===== src/rtl/ezp_tx_arbiter.sv =====
// ezp_tx_arbiter: round-robin packet arbiter feeding one EZPack UART TX path with an idle gap between packets.
// Define EZP_ARB_FIXED_PRIO_EN for fixed lowest-index-wins priority instead of round-robin.
module ezp_tx_arbiter #(
  parameter int N_REQ      = 4,
  parameter int MAX_PD_LEN = 2,
  parameter int MAX_PKTLEN = MAX_PD_LEN + 5,
  parameter int GAP_CLKS   = 16
) (
  input  logic                          clk,
  input  logic                          rst,
  input  logic [N_REQ*8*MAX_PKTLEN-1:0] i_req_data,
  input  logic [N_REQ-1:0]              i_req_valid,
  output logic [N_REQ-1:0]              o_req_ready,
  output logic [8*MAX_PKTLEN-1:0]       o_data,
  output logic                          o_valid,
  input  logic                          i_ready,
  output logic [$clog2(N_REQ)-1:0]      o_grant_id,
  output logic                          o_busy
);
  localparam int PW = 8 * MAX_PKTLEN;
  localparam int IW = $clog2(N_REQ);
  localparam int GW = GAP_CLKS > 0 ? $clog2(GAP_CLKS + 1) : 1;
  typedef enum logic [1:0] {IDLE, SEND, GAP} state_t;
  state_t state, state_n;
  logic [GW-1:0] gap_cnt;
  logic [IW-1:0] base, win;
  logic found;
`ifdef EZP_ARB_FIXED_PRIO_EN
  assign base = '0;
`else
  logic [IW-1:0] ptr;
  assign base = ptr;
  always_ff @(posedge clk)
    if (rst) ptr <= '0;
    else if (state == IDLE && found) ptr <= win == IW'(N_REQ - 1) ? '0 : win + 1'b1;
`endif
  // Scan from the farthest offset down so the nearest valid requester after base wins.
  always_comb begin
    found = 1'b0;
    win   = '0;
    for (int i = N_REQ - 1; i >= 0; i--)
      if (i_req_valid[(int'(base) + i) % N_REQ]) begin
        found = 1'b1;
        win   = IW'((int'(base) + i) % N_REQ);
      end
  end
  always_comb begin
    state_n = state;
    unique case (state)
      IDLE:    state_n = found ? SEND : IDLE;
      SEND:    state_n = i_ready ? (GAP_CLKS == 0 ? IDLE : GAP) : SEND;
      GAP:     state_n = gap_cnt == '0 ? IDLE : GAP;
      default: state_n = IDLE;
    endcase
  end
  assign o_req_ready = (!rst && state == IDLE && found) ? N_REQ'(1) << win : '0;
  assign o_valid     = state == SEND;
  always_ff @(posedge clk)
    if (rst) begin
      state      <= IDLE;
      gap_cnt    <= '0;
      o_data     <= '0;
      o_grant_id <= '0;
      o_busy     <= 1'b0;
    end else begin
      state   <= state_n;
      o_busy  <= state_n != IDLE;
      gap_cnt <= state == SEND ? GW'(GAP_CLKS > 0 ? GAP_CLKS - 1 : 0) :
                 (state == GAP && gap_cnt != '0) ? gap_cnt - 1'b1 : gap_cnt;
      if (state == IDLE && found) begin
        o_data     <= i_req_data[win*PW +: PW];
        o_grant_id <= win;
      end
    end
endmodule

===== config.mk =====
export PLATFORM = sky130hd
export DESIGN_NAME = ezp_tx_arbiter
export DESIGN_NICKNAME = d
export VERILOG_FILES = /design/src/rtl/ezp_tx_arbiter.sv
export SDC_FILE = /design/constraint.sdc
export NUM_CORES = 1
export LEC_CHECK = 0
export CORE_AREA = 2 2 115 117
export CTS_BUF_LIST = sky130_fd_sc_hd__clkbuf_16
export DETAILED_ROUTE_END_ITERATION = 12
export DIE_AREA = 0 0 117 119
export GPL_TIMING_DRIVEN = 0
export PLACE_DENSITY_LB_ADDON = 0.08
export SLEW_MARGIN = 25
export SYNTH_ARGS = -nofsm -noshare
export SYNTH_HDL_FRONTEND = slang
export SYNTH_SLANG_ARGS = --single-unit
export TNS_END_PERCENT = 1

===== constraint.sdc =====
create_clock -name clk -period 5.35 [get_ports clk]
set_clock_uncertainty 0.15 [all_clocks]
set_input_delay 1.07 -clock clk [delete_from_list [all_inputs] [get_ports clk]]
set_output_delay 1.07 -clock clk [all_outputs]
set_load 0.005 [all_outputs]

==> impl_metrics.py, run 1 <==
metrics = {
    "layout": {
        "drive_gt1_frac": 0.04207,
        "final_core_util": 0.6059,
        "nets": 1064,
        "mostFrequentLayoutCells": "clkdlybuf4s50_1, dfxtp_1, nand2_1, mux2i_1",
        "mostFrequentLayoutCell": "clkdlybuf4s50_1",
        "area_growth_syn_to_layout_pct": 81.09,
        "antenna_cells": 0,
    },
    "timing": {
        "rsz0062_at_grt": "false",
        "slew_violations": 0,
        "worst_pin_slew_ns": 0.8005,
        "post-route-min-period_ns": 5.004,
        "setup_viol": 0,
        "hold_violations": 0,
        "fin_crit_sh": 0.9353,
        "fmax_mhz": 199.9,
        "finalSetupTns_ns": 0,
        "slew_headroom": 0.4627,
        "hold_slack_ns": 0.3252,
    },
    "power": {
        "p_leak_nw": 2.986,
        "p_per_area_nw_per_um2": 284.6,
        "ir_drop_uv": 141.9,
    },
    "route": {
        "dr_total_vias": 5116,
        "drc": 0,
        "ant_nets": 0,
        "vias_per_cell": 5.075,
        "drt_wl_total_um": 17550,
        "drt-pass1-iter-count": 4,
        "wl_per_cell_um": 17.41,
        "drtIter0Drc": 282,
    },
    "yosys": {
        "synth_cell_types": 40,
        "yosysTopAreaCell": "dfxtp_1",
        "synth_edf_count": 0,
        "syn_inst": 523,
        "async_flop_share": 0,
        "ys_warn_count": 0,
        "ys_seq_area_frac": 0.3160,
        "synth-seq-cells": 68,
        "syn-cell-area_um2": 4308,
        "avgSynthCellArea_um2": 8.237,
        "synth_nets": 760,
        "synthTopCellsByArea": "dfxtp_1, mux2i_1, a21boi_0, o211ai_1, and3_1",
        "synth_top_area_frac": 0.3160,
        "synth-main-ff-cell": "dfxtp_1",
    },
    "cts": {
        "clk_latency_ns": 0.33,
        "cts_tree": "yes",
        "cts_root_buf": "clkbuf_16",
        "ctsHtreeMaxLevel": 3,
        "ctsHoldBuffers": 0,
        "ctsResizeCount": 0,
        "clockBufferDepth": 2,
        "cts_inserted_buffers": 9,
        "clk_pin_slew_ns": 0.06,
        "cts_setup_buffers": 0,
        "clock-sinks": 68,
    },
    "placed_design": {
        "routabilityCongestion": 0.8597,
        "port_buffers": 293,
        "dp_hpwl_um": 13770,
    },
    "grt": {
        "antenna_found_initial": 0,
        "grt.overflow.total": 0,
        "grt.total_usage": 0.2436,
        "grt_pass1_wl_um": 26100,
        "grt_pass1_vias": 5136,
        "grt_max_degree": 13,
    },
    "setup_path": {
        "crit_type": "primary input to output port",
        "cp.required_ns": 4.13,
        "cp-end-kind": "output port",
        "critPathLaunchType": "primary input",
        "crit_fanout": 11,
        "cp-startpoint": "i_req_valid[2]",
        "critPathArrivalTime_ns": 3.78,
        "regToRegStartpoint": "base[1]",
    },
    "worst_hold_path": {
        "hold_path.class": "flop to flop",
        "hp-start": "o_data[48]",
    },
    "floorplanning": {
        "ioPinCount": 295,
        "die_y_um": 119,
        "core_area_um2": 12870,
        "num_rows": 42,
        "start_util": 0.3346,
        "dieArea_um2": 13920,
        "die_w_um": 117,
    },
    "job": {
        "timing.max_cap.violations": 0,
    },
    "outcome": {
        "outcome": "completed",
    },
}
## worst max-delay path, stage by stage
cell and delay (ns):
clkdlybuf4s50_1 0.55, nor2b_1 0.15, a221o_1 0.39, nand2_2 0.21
inv_2 0.28, buf_4 0.29, ha_1 0.18, and2_1 0.14
clkdlybuf4s50_1 0.50
## report_power, final
part | leakage, nW | total [W] | switching, W | internal [W]
combinational | 2.26 | 0.000881 | 0.000387 | 0.000494
sequential | 0.562 | 0.000655 | 0.0000522 | 0.000603
clock | 0.161 | 0.000684 | 0.000231 | 0.000453
## Yosys cell counts, types with 2 or more instances
library cell	count
dfxtp_1	68
nand2_1	58
mux2i_1	56
a21boi_0	52
and3_1	52
o211ai_1	52
o21ai_1	49
clkbuf_1	41
nor2_1	11
a21oi_1	9
ha_1	6
inv_1	6
buf_4	5
a311o_1	4
and2_1	4
mux2_4	4
nand4_1	4
nor3_1	4
nor3b_1	4
o21ai_0	4
o31ai_1	4
a211oi_1	2
inv_2	2
nand3_1	2
nor2b_1	2
nor4_1	2
or2_2	2
xor2_1	2
## flip-flops by register name (all words and copies together), names as in the netlist
register and cells:
o_data 56, gap_cnt 5, base 2, o_grant_id 2, state 2, o_busy 1
## final cells by class
cell class	instances	area, um^2
flip-flops and latches	68	1361
clock inverters	7	115.1
repair buffers	293	2933
fillers	1161	5074
plain buffers	47	196.4
clock buffers	9	225.2
multi-input cells	400	2720
well taps	176	220.2
inverters	8	30.03
## cell families (layout without fill, tap and decap cells)
family,after synthesis,after routing,share of synthesized area
muxes,60,60,0.1441
and+or+nand+nor,150,150,0.1801
DFF,68,68,0.3160
xor gates and xnor gates,3,3,0.006100
buffers and inverters,55,364,0.05257
AOI/OAI and AO/OA,181,181,0.2838
adders and majority gates,6,6,0.01743
## final timing paths
check | cells past startpoint | end | slack, ns
setup / recovery | 9 | o_req_ready[3] | 0.35
hold / removal | 2 | o_data[48] | 0.33
setup reg to reg | 7 | o_data[15] | 2.86
hold reg to reg | 2 | o_data[48] | 0.33
## per-stage QoR
stage	std cells	setup WS, ns	power (W)	instance area, um^2
3_3_place_gp	992	0.4226	0.001527	7461
4_1_cts	1008	0.3449	0.002238	7801
5_1_grt	1008	0.1823	0.002338	7801
6_report	1008	0.3463	0.002220	7801
3_5_place_dp	992	0.3553	0.001547	7461
2_1_floorplan	523	1.833	0.001066	4308
## metal layers
metal	global-route usage	up-vias	share of wire
met5	0	-	0
met4	0.09926	0	0.032
li1	-	2529	-
met1	0.2783	2341	0.39
met2	0.4191	210	0.49
met3	0.07176	36	0.091
No activity file was read; power rests on OpenSTA's default activity.
==> run 2: changes to the inputs <==
- CORE_AREA: 2 2 115 117 -> 2 2 113 115
- DIE_AREA: 0 0 117 119 -> 0 0 115 117
- clock period: 5.35 -> 5.65 ns (I/O delays scaled with it)
==> impl_metrics.py, run 2 (same netlist as run 1, synthesis figures left out) <==
metrics = {
    "cts": {
        "clk_latency_ns": 0.33,
        "ctsResizeCount": 0,
        "clk_pin_slew_ns": 0.06,
        "ctsHoldBuffers": 0,
        "cts_inserted_buffers": 9,
        "cts_tree": "yes",
        "cts_setup_buffers": 0,
        "clock-sinks": 68,
        "ctsHtreeMaxLevel": 3,
        "cts_root_buf": "clkbuf_16",
        "clockBufferDepth": 2,
    },
    "timing": {
        "setup_viol": 0,
        "hold_violations": 0,
        "worst_pin_slew_ns": 0.8859,
        "fin_crit_sh": 0.9016,
        "post-route-min-period_ns": 5.094,
        "slew_headroom": 0.4054,
        "slew_violations": 0,
        "hold_slack_ns": 0.3295,
        "rsz0062_at_grt": "false",
        "finalSetupTns_ns": 0,
        "fmax_mhz": 196.3,
    },
    "route": {
        "drtIter0Drc": 273,
        "wl_per_cell_um": 17.62,
        "drt-pass1-iter-count": 6,
        "dr_total_vias": 5163,
        "drt_wl_total_um": 17300,
        "ant_nets": 0,
        "drc": 0,
        "vias_per_cell": 5.258,
    },
    "power": {
        "ir_drop_uv": 184.6,
        "seqPwrFrac": 0.301,
        "pwr-share-clk": 0.296,
        "sw_frac_of_total": 0.3095,
        "p_int_w": 0.001423,
        "p_switching_w": 0.0006381,
        "p_leak_nw": 2.980,
        "p_per_area_nw_per_um2": 266.2,
        "comb_power_share": 0.403,
        "totalPowerFinal_w": 0.002061,
    },
    "setup_path": {
        "cpPeakStageDelay_ns": 0.54,
        "cp.required_ns": 4.37,
        "crit_type": "primary input to output port",
        "critPathLaunchType": "primary input",
        "cp-end-kind": "output port",
        "critPathArrivalTime_ns": 3.81,
        "crit_chain": "clkdlybuf4s50_1 > nor2b_1 > a221o_1 > nand2_2 > inv_2 > buf_4 > ha_1 > and2_1 > clkdlybuf4s50_1",
        "cp_common_cell": "clkdlybuf4s50_1",
        "critPathSlowestCell": "clkdlybuf4s50_1",
        "crit_fanout": 11,
    },
    "grt": {
        "grt_max_degree": 13,
        "grt.overflow.total": 0,
        "antenna_found_initial": 0,
        "grt_pass1_wl_um": 25690,
        "grt_pass1_vias": 5097,
        "grt.total_usage": 0.2477,
    },
    "layout": {
        "area_growth_syn_to_layout_pct": 79.79,
        "nFillCells": 1087,
        "regMostFlops": "o_data",
        "mostFrequentLayoutCells": "clkdlybuf4s50_1, dfxtp_1, nand2_1, mux2i_1",
        "mostFrequentLayoutCell": "clkdlybuf4s50_1",
        "regArea_um2": 1361,
        "antenna_cells": 0,
        "final_core_util": 0.6291,
        "multiInputGateArea_um2": 2720,
        "reg_top3": "o_data x56, gap_cnt x5",
        "drive_gt1_frac": 0.04207,
        "finalInstanceArea_um2": 7745,
        "largest_reg_flops": 56,
        "nets": 1064,
    },
    "placed_design": {
        "routabilityCongestion": 0.8746,
        "port_buffers": 293,
        "placed_area_um2": 7428,
        "dp_hpwl_um": 13490,
    },
    "floorplanning": {
        "die_y_um": 117,
        "dieArea_um2": 13460,
        "die_w_um": 115,
        "start_util": 0.3499,
        "ioPinCount": 295,
        "num_rows": 41,
        "core_area_um2": 12310,
    },
    "worst_hold_path": {
        "hold_path.class": "flop to flop",
    },
    "job": {
        "timing.max_cap.violations": 0,
    },
    "outcome": {
        "outcome": "completed",
    },
}
run 2: power by group through the flow:
stage | registers (W) | logic [W] | clock network, W
2_1_floorplan | 0.000632 | 0.000377 | 0
3_3_place_gp | 0.000626 | 0.000818 | 0
3_5_place_dp | 0.000630 | 0.000831 | 0
4_1_cts | 0.000621 | 0.000836 | 0.000618
5_1_grt | 0.000631 | 0.000898 | 0.000640
6_report | 0.000621 | 0.000830 | 0.000610
run 2: layout make-up:
| class | count | share of cell area |
|---|---|---|
| multi-input combinational | 400 | 0.3512 |
| sequential | 68 | 0.1758 |
| tap | 150 | 0.02423 |
| timing repair buffer | 293 | 0.3787 |
| inverter | 8 | 0.003877 |
| buffer | 47 | 0.02536 |
| clock inverter | 7 | 0.01179 |
| clock buffer | 9 | 0.02908 |
run 2: worst max-delay path, delay by kind of cell:
family / cells / cell delay [ns]
AO/OA/AOI/OAI: 1 / 0.41
AND/OR/NAND/NOR: 3 / 0.50
buffers and inverters: 4 / 1.56
adder cells (fa/ha/maj): 1 / 0.19
run 2: path summary, 6_finish.rpt:
| check | start | endpoint | cells past startpoint | slack (ns) |
|---|---|---|---|---|
| worst max-delay path | i_req_valid[2] | o_req_ready[3] | 9 | 0.56 |
| worst min-delay path | o_data[50] | o_data[50] | 2 | 0.33 |
| worst max register to register | base[1] | o_data[23] | 7 | 3.20 |
| worst min register to register | o_data[50] | o_data[50] | 2 | 0.33 |
run 2: layer usage:
| metal | track usage | wire length (um) | vias to the layer above |
|---|---|---|---|
| li1 | - | - | 2530 |
| met1 | 0.2791 | 6600 | 2362 |
| met2 | 0.4427 | 8822 | 236 |
| met3 | 0.06282 | 1427 | 35 |
| met4 | 0.1108 | 452 | 0 |
| met5 | 0 | 0 | - |
run 2: through the flow:
stage | instances | setup slack [ns]
floorplan | 523 | 2.013
global placement | 966 | 0.5977
detailed placement | 966 | 0.5776
CTS | 982 | 0.5358
global route | 982 | 0.3628
finish | 982 | 0.5562
